<file path="src/rtl/weight_pattern_generator_pkg.sv">
// rtl/weight_pattern_generator_pkg.sv - shared widths, state type and pattern helpers
package weight_pattern_generator_pkg;

    localparam int PATTERN_W = 7;
    localparam int COUNT_W   = 3;

    typedef enum logic {IDLE, RUN} state_t;

    localparam logic [PATTERN_W:0] ONE_EXT = 1;

    // Lowest vector of weight k: k ones packed at the bottom.
    function automatic logic [PATTERN_W-1:0] first_pattern(input logic [COUNT_W-1:0] k);
        logic [PATTERN_W:0] ones;
        ones = (ONE_EXT << k) - ONE_EXT;
        return ones[PATTERN_W-1:0];
    endfunction

    function automatic logic [PATTERN_W-1:0] last_pattern(input logic [COUNT_W-1:0] k);
        return first_pattern(k) << (COUNT_W'(PATTERN_W) - k);
    endfunction

endpackage

</file>
<file path="src/rtl/weight_pattern_generator_if.sv">
// rtl/weight_pattern_generator_if.sv - request/stream bundle between generator and consumer
interface weight_pattern_generator_if;
    import weight_pattern_generator_pkg::*;

    logic                 start;
    logic [COUNT_W-1:0]   weight;
    logic                 ready;
    logic [PATTERN_W-1:0] pattern;
    logic                 valid;
    logic [5:0]           index;
    logic                 busy;
    logic                 done;
    logic                 err;

    modport master (
        input  start, weight, ready,
        output pattern, valid, index, busy, done, err
    );

    modport slave (
        output start, weight, ready,
        input  pattern, valid, index, busy, done, err
    );
endinterface

</file>
<file path="src/rtl/ones_count.sv">
// rtl/ones_count.sv - combinational 7-input popcount adder tree
module ones_count (
    input  logic [6:0] bits,
    output logic [2:0] count
);
    logic [1:0] sum_lo;
    logic [1:0] sum_hi;

    assign sum_lo = {1'b0, bits[0]} + {1'b0, bits[1]} + {1'b0, bits[2]};
    assign sum_hi = {1'b0, bits[3]} + {1'b0, bits[4]} + {1'b0, bits[5]};
    assign count  = {1'b0, sum_lo} + {1'b0, sum_hi} + {2'b00, bits[6]};
endmodule

</file>
<file path="src/rtl/weight_pattern_generator.sv">
// rtl/weight_pattern_generator.sv - enumerates all 7-bit vectors of a given weight; WEIGHT_PATTERN_SELF_CHECK_EN adds popcount checker
module weight_pattern_generator
    import weight_pattern_generator_pkg::*;
#(
    parameter int N = PATTERN_W,
    parameter int W = COUNT_W
) (
    input  logic                          clk,
    input  logic                          rst,
    weight_pattern_generator_if.master    bus
);

    state_t         state;
    logic [W-1:0]   k;
    logic [N-1:0]   x;
    logic [N-1:0]   c;
    logic [N:0]     r;
    logic [N-1:0]   nxt;
    logic [2:0]     tz;
    logic [3:0]     shamt;
    logic           is_last;
    logic           unused_carry;

    assign x            = bus.pattern;
    assign c            = x & (-x);
    assign r            = {1'b0, x} + {1'b0, c};
    assign unused_carry = r[N];
    assign shamt        = {1'b0, tz} + 4'd2;
    assign nxt          = r[N-1:0] | ((x ^ r[N-1:0]) >> shamt);
    // Last-pattern test comes first, so tz of an all-zero vector never matters.
    assign is_last      = (bus.pattern == last_pattern(k));

    always_comb begin
        tz = 3'd0;
        for (int i = N - 1; i >= 0; i--) begin
            if (x[i]) tz = 3'(i);
        end
    end

    always_ff @(posedge clk or posedge rst) begin
        if (rst) begin
            state       <= IDLE;
            k           <= '0;
            bus.pattern <= '0;
            bus.valid   <= 1'b0;
            bus.index   <= '0;
            bus.busy    <= 1'b0;
            bus.done    <= 1'b0;
        end else begin
            bus.done <= 1'b0;
            case (state)
                IDLE: begin
                    if (bus.start) begin
                        k           <= bus.weight;
                        bus.pattern <= first_pattern(bus.weight);
                        bus.index   <= '0;
                        bus.valid   <= 1'b1;
                        bus.busy    <= 1'b1;
                        state       <= RUN;
                    end
                end
                RUN: begin
                    if (bus.valid && bus.ready) begin
                        if (is_last) begin
                            bus.valid <= 1'b0;
                            bus.busy  <= 1'b0;
                            bus.done  <= 1'b1;
                            state     <= IDLE;
                        end else begin
                            bus.pattern <= nxt;
                            bus.index   <= bus.index + 6'd1;
                        end
                    end
                end
                default: state <= IDLE;
            endcase
        end
    end

`ifdef WEIGHT_PATTERN_SELF_CHECK_EN
    logic [W-1:0] pop;

    ones_count u_ones_count (
        .bits  (bus.pattern),
        .count (pop)
    );

    always_ff @(posedge clk or posedge rst) begin
        if (rst) begin
            bus.err <= 1'b0;
        end else if (bus.valid && (pop != k)) begin
            bus.err <= 1'b1;
        end
    end
`else
    assign bus.err = 1'b0;
`endif

endmodule

</file>
<file path="src/flat_wrapper.sv">
// flat-port wrapper written by rule: the top's interface ports become plain ports
module weight_pattern_generator_flat import weight_pattern_generator_pkg::*;
#(
    parameter int N = PATTERN_W,
    parameter int W = COUNT_W
)
  (clk, rst, bus_start, bus_weight, bus_ready, bus_pattern, bus_valid, bus_index, bus_busy, bus_done, bus_err);
  weight_pattern_generator_if bus_i ();
  input  logic clk;
  input  logic rst;
  input wire logic [$bits(bus_i.start)-1:0] bus_start;
  input wire logic [$bits(bus_i.weight)-1:0] bus_weight;
  input wire logic [$bits(bus_i.ready)-1:0] bus_ready;
  output wire logic [$bits(bus_i.pattern)-1:0] bus_pattern;
  output wire logic [$bits(bus_i.valid)-1:0] bus_valid;
  output wire logic [$bits(bus_i.index)-1:0] bus_index;
  output wire logic [$bits(bus_i.busy)-1:0] bus_busy;
  output wire logic [$bits(bus_i.done)-1:0] bus_done;
  output wire logic [$bits(bus_i.err)-1:0] bus_err;
  assign bus_i.start = bus_start;
  assign bus_i.weight = bus_weight;
  assign bus_i.ready = bus_ready;
  assign bus_pattern = bus_i.pattern;
  assign bus_valid = bus_i.valid;
  assign bus_index = bus_i.index;
  assign bus_busy = bus_i.busy;
  assign bus_done = bus_i.done;
  assign bus_err = bus_i.err;
  weight_pattern_generator #(.N(N), .W(W)) u_core (.clk(clk), .rst(rst), .bus(bus_i));
endmodule
</file>
<file path="config.mk">
export PLATFORM = sky130hd
export DESIGN_NAME = weight_pattern_generator_flat
export DESIGN_NICKNAME = d
export VERILOG_FILES = /design/src/rtl/weight_pattern_generator_pkg.sv /design/src/rtl/weight_pattern_generator_if.sv /design/src/rtl/ones_count.sv /design/src/rtl/weight_pattern_generator.sv /design/src/flat_wrapper.sv
export SDC_FILE = /design/constraint.sdc
export NUM_CORES = 1
export LEC_CHECK = 0
export ABC_CLOCK_PERIOD_IN_PS = 3540
export BUFFER_PORTS_ARGS = -buffer_cell sky130_fd_sc_hd__buf_4
export CELL_PAD_IN_SITES_DETAIL_PLACEMENT = 0
export CELL_PAD_IN_SITES_GLOBAL_PLACEMENT = 1
export CORE_MARGIN = 2
export CORE_UTILIZATION = 43
export CTS_BUF_LIST = sky130_fd_sc_hd__clkbuf_4
export DETAILED_ROUTE_END_ITERATION = 6
export GPL_TIMING_DRIVEN = 0
export PLACE_DENSITY_LB_ADDON = 0.1
export SLEW_MARGIN = 10
export SYNTH_ARGS = -nofsm -noshare
export SYNTH_HDL_FRONTEND = slang
export SYNTH_SLANG_ARGS = --single-unit
</file>
<file path="constraint.sdc">
create_clock -name clk -period 3.54 [get_ports clk]
set_input_delay 0.177 -clock clk [delete_from_list [all_inputs] [get_ports clk]]
set_output_delay 0.177 -clock clk [all_outputs]
set_load 0.1 [all_outputs]
</file>
==> key figures, run 1 <==
Worst setup path
  – Crit path max-delay cell type: o31ai_4
  – CP startpoint: u_core.k[0]
  – Crit-path max cell delay: 490 ps
  – R2r startpoint: u_core.k[0]
  – WP data arrival: 3390 ps
  – Crit path kind: reg -> reg
  – Crit-path cells: buf_6, buf_6, or3_1, ha_1, buf_4, nand2_2, a211o_1, a32oi_1, o211ai_2, o31ai_4, or3_1, mux2i_1
  – Setup crit end kind: flip-flop
  – Worst EP required: 3770 ps
  – CP startpoint kind: flip-flop
  – Max Fanout on Critical Path: 10

Timing
  – Fmax: 0.316 GHz
  – Unrepaired setup endpoints after global routing: no
  – Least-Margin Pin Slew: 723 ps
  – Fin. Hold Viols: 19
  – Max Slew Vio Count: 0
  – Min cycle time layout: 3160 ps
  – Fin crit share: 89.3%
  – Final setup fails: 0
  – Slew headroom: 51.8%
  – Hold_ws: -21.2 ps
  – Clk_skew: 8.17 ps
  – Setup_tns: 0 ps

Floorplan
  – Total die area: 4170 um2
  – Cell Rows: 22
  – IO Pins: 24
  – Initial Utilization: 43.8%
  – Die Y: 64.6 um
  – Core area: 3610 um2
  – Width of the chip: 64.6 um

Cells and area
  – Ant diodes: 0
  – Area Overhead vs Synth: 16.2%
  – FF/Latch Area: 475 um2
  – Nets: 240
  – Layout cells sized above 1: 21.3%
  – Area of the multi-input gates: 947 um2
  – Fillers: 366

Route
  – Vias per cell: 5.66
  – DRC: 0
  – Avg WL per Cell: 14.4 um
  – Detail Route Antenna Nets: 0
  – Total wire length: 4010 um
  – DRT iter0 DRCs: 142
  – Pre-antenna DRT Iters: 4
  – Vias after detailed routing: 1573

Status
  – Status: finished with violations
  – Failing checks: negative hold slack

CTS
  – Num CTS Buffers: 3
  – Clock transition at path regs: 110 ps
  – Post-CTS Setup Inserts: 0
  – H-tree depth: 1
  – Clock Tree Buf Depth: 2
  – Clock sinks: 19
  – CTS tree: yes
  – Clk_lat worst skew: 300 ps
  – # hold bufs at CTS: 0
  – Root buffer cell: clkbuf_4
  – # resized after CTS: 0

Placed design
  – DP HPWL: 3010 um
  – Final Wtd Congestion: 0.899
  – Port bufs: 22

Logic synthesis
  – Post-Synth Adder-Cell Area: 1.58%
  – Mapped Nets: 213
  – Synth Area in XOR/XNOR: 1.11%
  – Largest family of logic cells by synthesized area: compound AO/OA/AOI/OAI gates
  – Seq/Total Area, Yosys: 30.1%
  – Compound-Gate Fraction of Synth Area: 28.9%
  – Post-synth EDFFs: 0
  – Synth Instances: 204
  – Synthesized area: 1580 um2
  – Yosys warning count: 0
  – FFs w/ async S/R, synth: 100%
  – Main flop type after synthesis: dfrtp_1
  – #FFs+latches synth: 19
  – Post-synthesis mux area share: 1.90%
  – Synth unique cells: 52
  – Mean Syn Cell Area: 7.74 um2
  – Post-Synth Simple-Gate Area: 26.2%

Run
  – Max_cap viols: 0

Min path
  – HP Class: in -> async

Global route
  – Largest net degree at the start of global routing: 20
  – Vias in the first global route: 1535
  – GRT overflow: 0
  – Total track usage: 20.7%
  – Initial antenna violation count: 0
  – Global-route wire length before repair: 6900 um
## registers in the layout, summed over array words and instances (netlist names)
| register | count |
|---|---|
| u_core.bus.valid | 1 |
| u_core.bus.pattern | 7 |
| u_core.bus.done | 1 |
| u_core.k | 3 |
| u_core.state | 1 |
| u_core.bus.index | 6 |
## cell usage after synthesis, drive strengths merged (4+ instances only)
cell | number | area share, %
o32ai | 4 | 2.7
dfrtp | 19 | 30
o21ai | 20 | 6.3
nand2b | 6 | 2.4
nand3 | 6 | 1.9
buf | 10 | 5.4
nand2 | 33 | 8.2
inv | 10 | 2.4
nor3 | 4 | 1.3
clkbuf | 8 | 1.9
a21oi | 17 | 6.3
nor2 | 14 | 3.5
## kinds of logic after synthesis
kind of cell | Yosys count
AND/OR/NAND/NOR | 84
AO/OA/AOI/OAI | 64
buffers and inverters | 29
flip-flops | 19
multiplexers | 3
adder cells (fa/ha/maj) | 2
XOR/XNOR | 2
other | 1
## worst paths after layout
check	slack, ps	endpoint	cells after the start
max	380	u_core.bus.index[4]	12
min	-20	u_core.bus.pattern[1]	2
max reg2reg	380	u_core.bus.index[4]	12
min reg2reg	490	u_core.bus.index[5]	1
max in group asynchronous	3100	u_core.bus.pattern[0]	2
min in group clk	90	u_core.state	2
## routing by layer
metal	wire, um	track usage [%]
met4	34	7.45
met5	0	0
met1	1850	26.5
met3	192	1.91
met2	1940	36.3
## stage by stage
stage                     util [%]  setup slack, ps  std cells  hold WS [ps]  cell area, um2
after floorplan                  -              646        204           128            1580
after global placement        50.0              462        274           343            1800
after detailed placement      50.0              389        274           351            1800
after CTS                     50.9              381        278          12.9            1830
after global routing          50.9              160        278          36.1            1830
final                         50.9              379        278         -21.2            1830
## worst max-delay path: cells and delay by family (launching register included)
| kind | cells | cell delay [ps] |
|---|---|---|
| compound gates | 4 | 1210 |
| fa+ha+maj | 1 | 290 |
| buf+inv | 3 | 420 |
| flops | 1 | 390 |
| mux | 1 | 170 |
| simple gates | 3 | 600 |
## cell type report
| type | instances | share of cell area, % |
|---|---|---|
| multi-input combinational | 156 | 51.6 |
| clock buffer | 4 | 1.64 |
| inverter | 11 | 2.25 |
| sequential | 19 | 25.9 |
| tap | 48 | 3.27 |
| buffer | 18 | 6.28 |
| timing repair buffer | 22 | 9.00 |
## placed cells by master (no fill, tap or decap), types with 4 or more instances in the layout
cell,n
inv_1,9
nand3_1,6
nor2_1,13
nand2_1,31
dfrtp_1,19
buf_4,26
nor3_1,4
clkbuf_1,8
clkbuf_4,4
nand2b_1,6
o21ai_0,18
buf_6,4
a21oi_1,15
Power of run 1 is not shown: default switching activity piles up to over one toggle a cycle in this logic, so the estimate is an artifact.
==> run 2: changes to the inputs <==
- ABC_CLOCK_PERIOD_IN_PS: 3540 -> 2810
- CORE_UTILIZATION: 43 -> 39
- clock period: 3.54 -> 2.81 ns (I/O delays scaled with it)
==> run 2 against run 1 <==
The flow finishes with violations (negative setup slack). Flip-flop and latch count unchanged. Clock skew decreased by 6.2 ps. Critical path depth is 1 lower. Final area up 15%. Routed wire length grew 21%. Count of clock-buffer cells in the layout unchanged. Sequential share of layout area is 3.3 points lower. First-iteration DRC count rose by 20%. Fmax rose by 9.4%. Die area grew 9.6%. Critical endpoint is now u_core.bus.index[3]. Highest routed layer unchanged.
==> key figures, run 2 (same netlist as run 1, synthesis figures left out) <==
Global route
  – Vias in the first global route: 1607
  – Largest net degree at the start of global routing: 20
  – Global-route wire length before repair: 7490 um
  – Most Crowded Layer GR: met2
  – Met3 usage: 1.67%
  – GR Util met1: 27.8%
  – Total track usage: 21.5%
  – Initial antenna violation count: 0
  – GRT overflow: 0
  – GR Layer Usage met2: 37.3%

CTS
  – Root buffer cell: clkbuf_4
  – H-tree depth: 1
  – Clock transition at path regs: 120 ps
  – Num CTS Buffers: 3
  – CTS tree: yes
  – Clock sinks: 19
  – Clock Tree Buf Depth: 2
  – Clk_lat worst skew: 300 ps

Worst setup path
  – Reg2reg end: u_core.bus.index[3]
  – Max Fanout on Critical Path: 8
  – Reg2Reg Depth: 11
  – Setup crit end kind: flip-flop
  – Worst EP required: 3040 ps
  – R2r startpoint: u_core.k[1]
  – CP startpoint kind: flip-flop
  – WP data arrival: 3120 ps
  – Register-to-register setup slack: -80 ps
  – Critical Path Sink: u_core.bus.index[3]
  – CP startpoint: u_core.k[1]
  – Crit path kind: reg -> reg

Route
  – Total wire length: 4830 um
  – DRT iter0 DRCs: 170
  – Detail Route Antenna Nets: 0
  – DRC: 0
  – Vias after detailed routing: 1667
  – Avg WL per Cell: 16.1 um
  – Pre-antenna DRT Iters: 4
  – Vias per cell: 5.56

Floorplan
  – Width of the chip: 67.6 um
  – IO Pins: 24
  – Total die area: 4570 um2
  – Initial Utilization: 40.1%
  – Core area: 3940 um2
  – Die Y: 67.6 um
  – Cell Rows: 23

Timing
  – Worst setup margin: -80.5 ps
  – Final setup fails: 8
  – Fin crit share: 103%
  – Min cycle time layout: 2890 ps
  – Fin. Hold Viols: 0
  – Clk_skew: 2.00 ps
  – Unrepaired setup endpoints after global routing: yes
  – Slew headroom: 48.6%
  – Fmax: 0.346 GHz
  – Max Slew Vio Count: 0
  – Least-Margin Pin Slew: 770 ps

Status
  – Status: finished with violations
  – Failing checks: negative setup slack

Cells and area
  – Max FFs per register: 7
  – Nets: 260
  – Most frequent cells in the layout: buf_4 (44), nand2_1 (29), dfrtp_1 (18)
  – Layout cells sized above 1: 33.6%
  – Area Overhead vs Synth: 33.8%
  – Ant diodes: 0
  – Final instance count without filler cells: 300
  – Commonest non-fill, non-tap cell in the layout: buf_4
  – Biggest regs: u_core.bus.pattern (7), u_core.bus.index (6), u_core.k (3)
  – Most flops, register: u_core.bus.pattern

Placed design
  – DP HPWL: 3240 um
  – Port bufs: 22
  – Placed Cells: 276
  – Final Wtd Congestion: 0.859

Run
  – Max_cap viols: 0

Min path
  – HP Class: in -> reg
run 2: cell count changes in the layout (fill, tap and decap cells not counted), sizes merged:
cell	change
buf	+19
dlygate4sd3	+1
run 2: cell type report:
class                      instances  area [um2]
timing repair buffer              44         337
tap                               50        62.6
multi-input combinational        156        1060
clock buffer                       4        30.0
buffer                            16         106
fill                             380        1830
sequential                        19         477
inverter                          11        41.3
run 2: worst min path at each step:
stage	endpoint	from	depth (start not counted)	slack (ps)
2_1_floorplan	u_core.bus.done	rst	1	90
3_3_place_gp	u_core.bus.index[5]	rst	2	300
3_5_place_dp	u_core.bus.index[5]	rst	2	320
4_1_cts	u_core.state	bus_start	2	40
5_1_grt	u_core.state	bus_start	2	40
6_report	u_core.state	bus_start	2	50
run 2: through the flow:
stage	instance area (um2)	setup TNS, ps	worst slack [ps]	hold slack, ps	util, %
after global placement	1830	-1420	-194	303	46.5
final	2110	-391	-80.5	48.8	53.6
after global routing	2110	-1610	-199	39.2	53.6
after floorplan	1610	0	7.73	91.6	-
after CTS	2020	-967	-151	40.7	51.2
after detailed placement	1830	-2160	-257	316	46.5
run 2: metal layers:
layer | share of wire (%) | vias to the layer above | wire, um
met1 | 45 | 786 | 2170
met3 | 4.4 | 6 | 214
met2 | 50 | 49 | 2400
met5 | 0 | - | 0
met4 | 1.1 | 0 | 52
li1 | - | 826 | -
run 2: worst max-delay path: stages (launching register included):
cell	delay, ps
dfrtp_2	450
buf_6	120
or3_4	370
ha_4	330
nand2_4	50
a211o_1	310
a32oi_2	290
o211ai_4	170
o31ai_4	370
buf_4	180
o21ai_1	60
a21oi_1	130
run 2: timing repair:
| item | in CTS | in global routing |
|---|---|---|
| endpoints found under the hold margin | 19 | 0 |
| setup endpoints to repair | 13 | 15 |
| buffers inserted | 13 | 7 |
| hold buffers | 1 | 0 |
| gates cloned | 1 | 0 |
| pin swaps | 10 | 7 |
| gates resized for setup | 17 | 12 |
Power of run 2 is left out for the same reason.
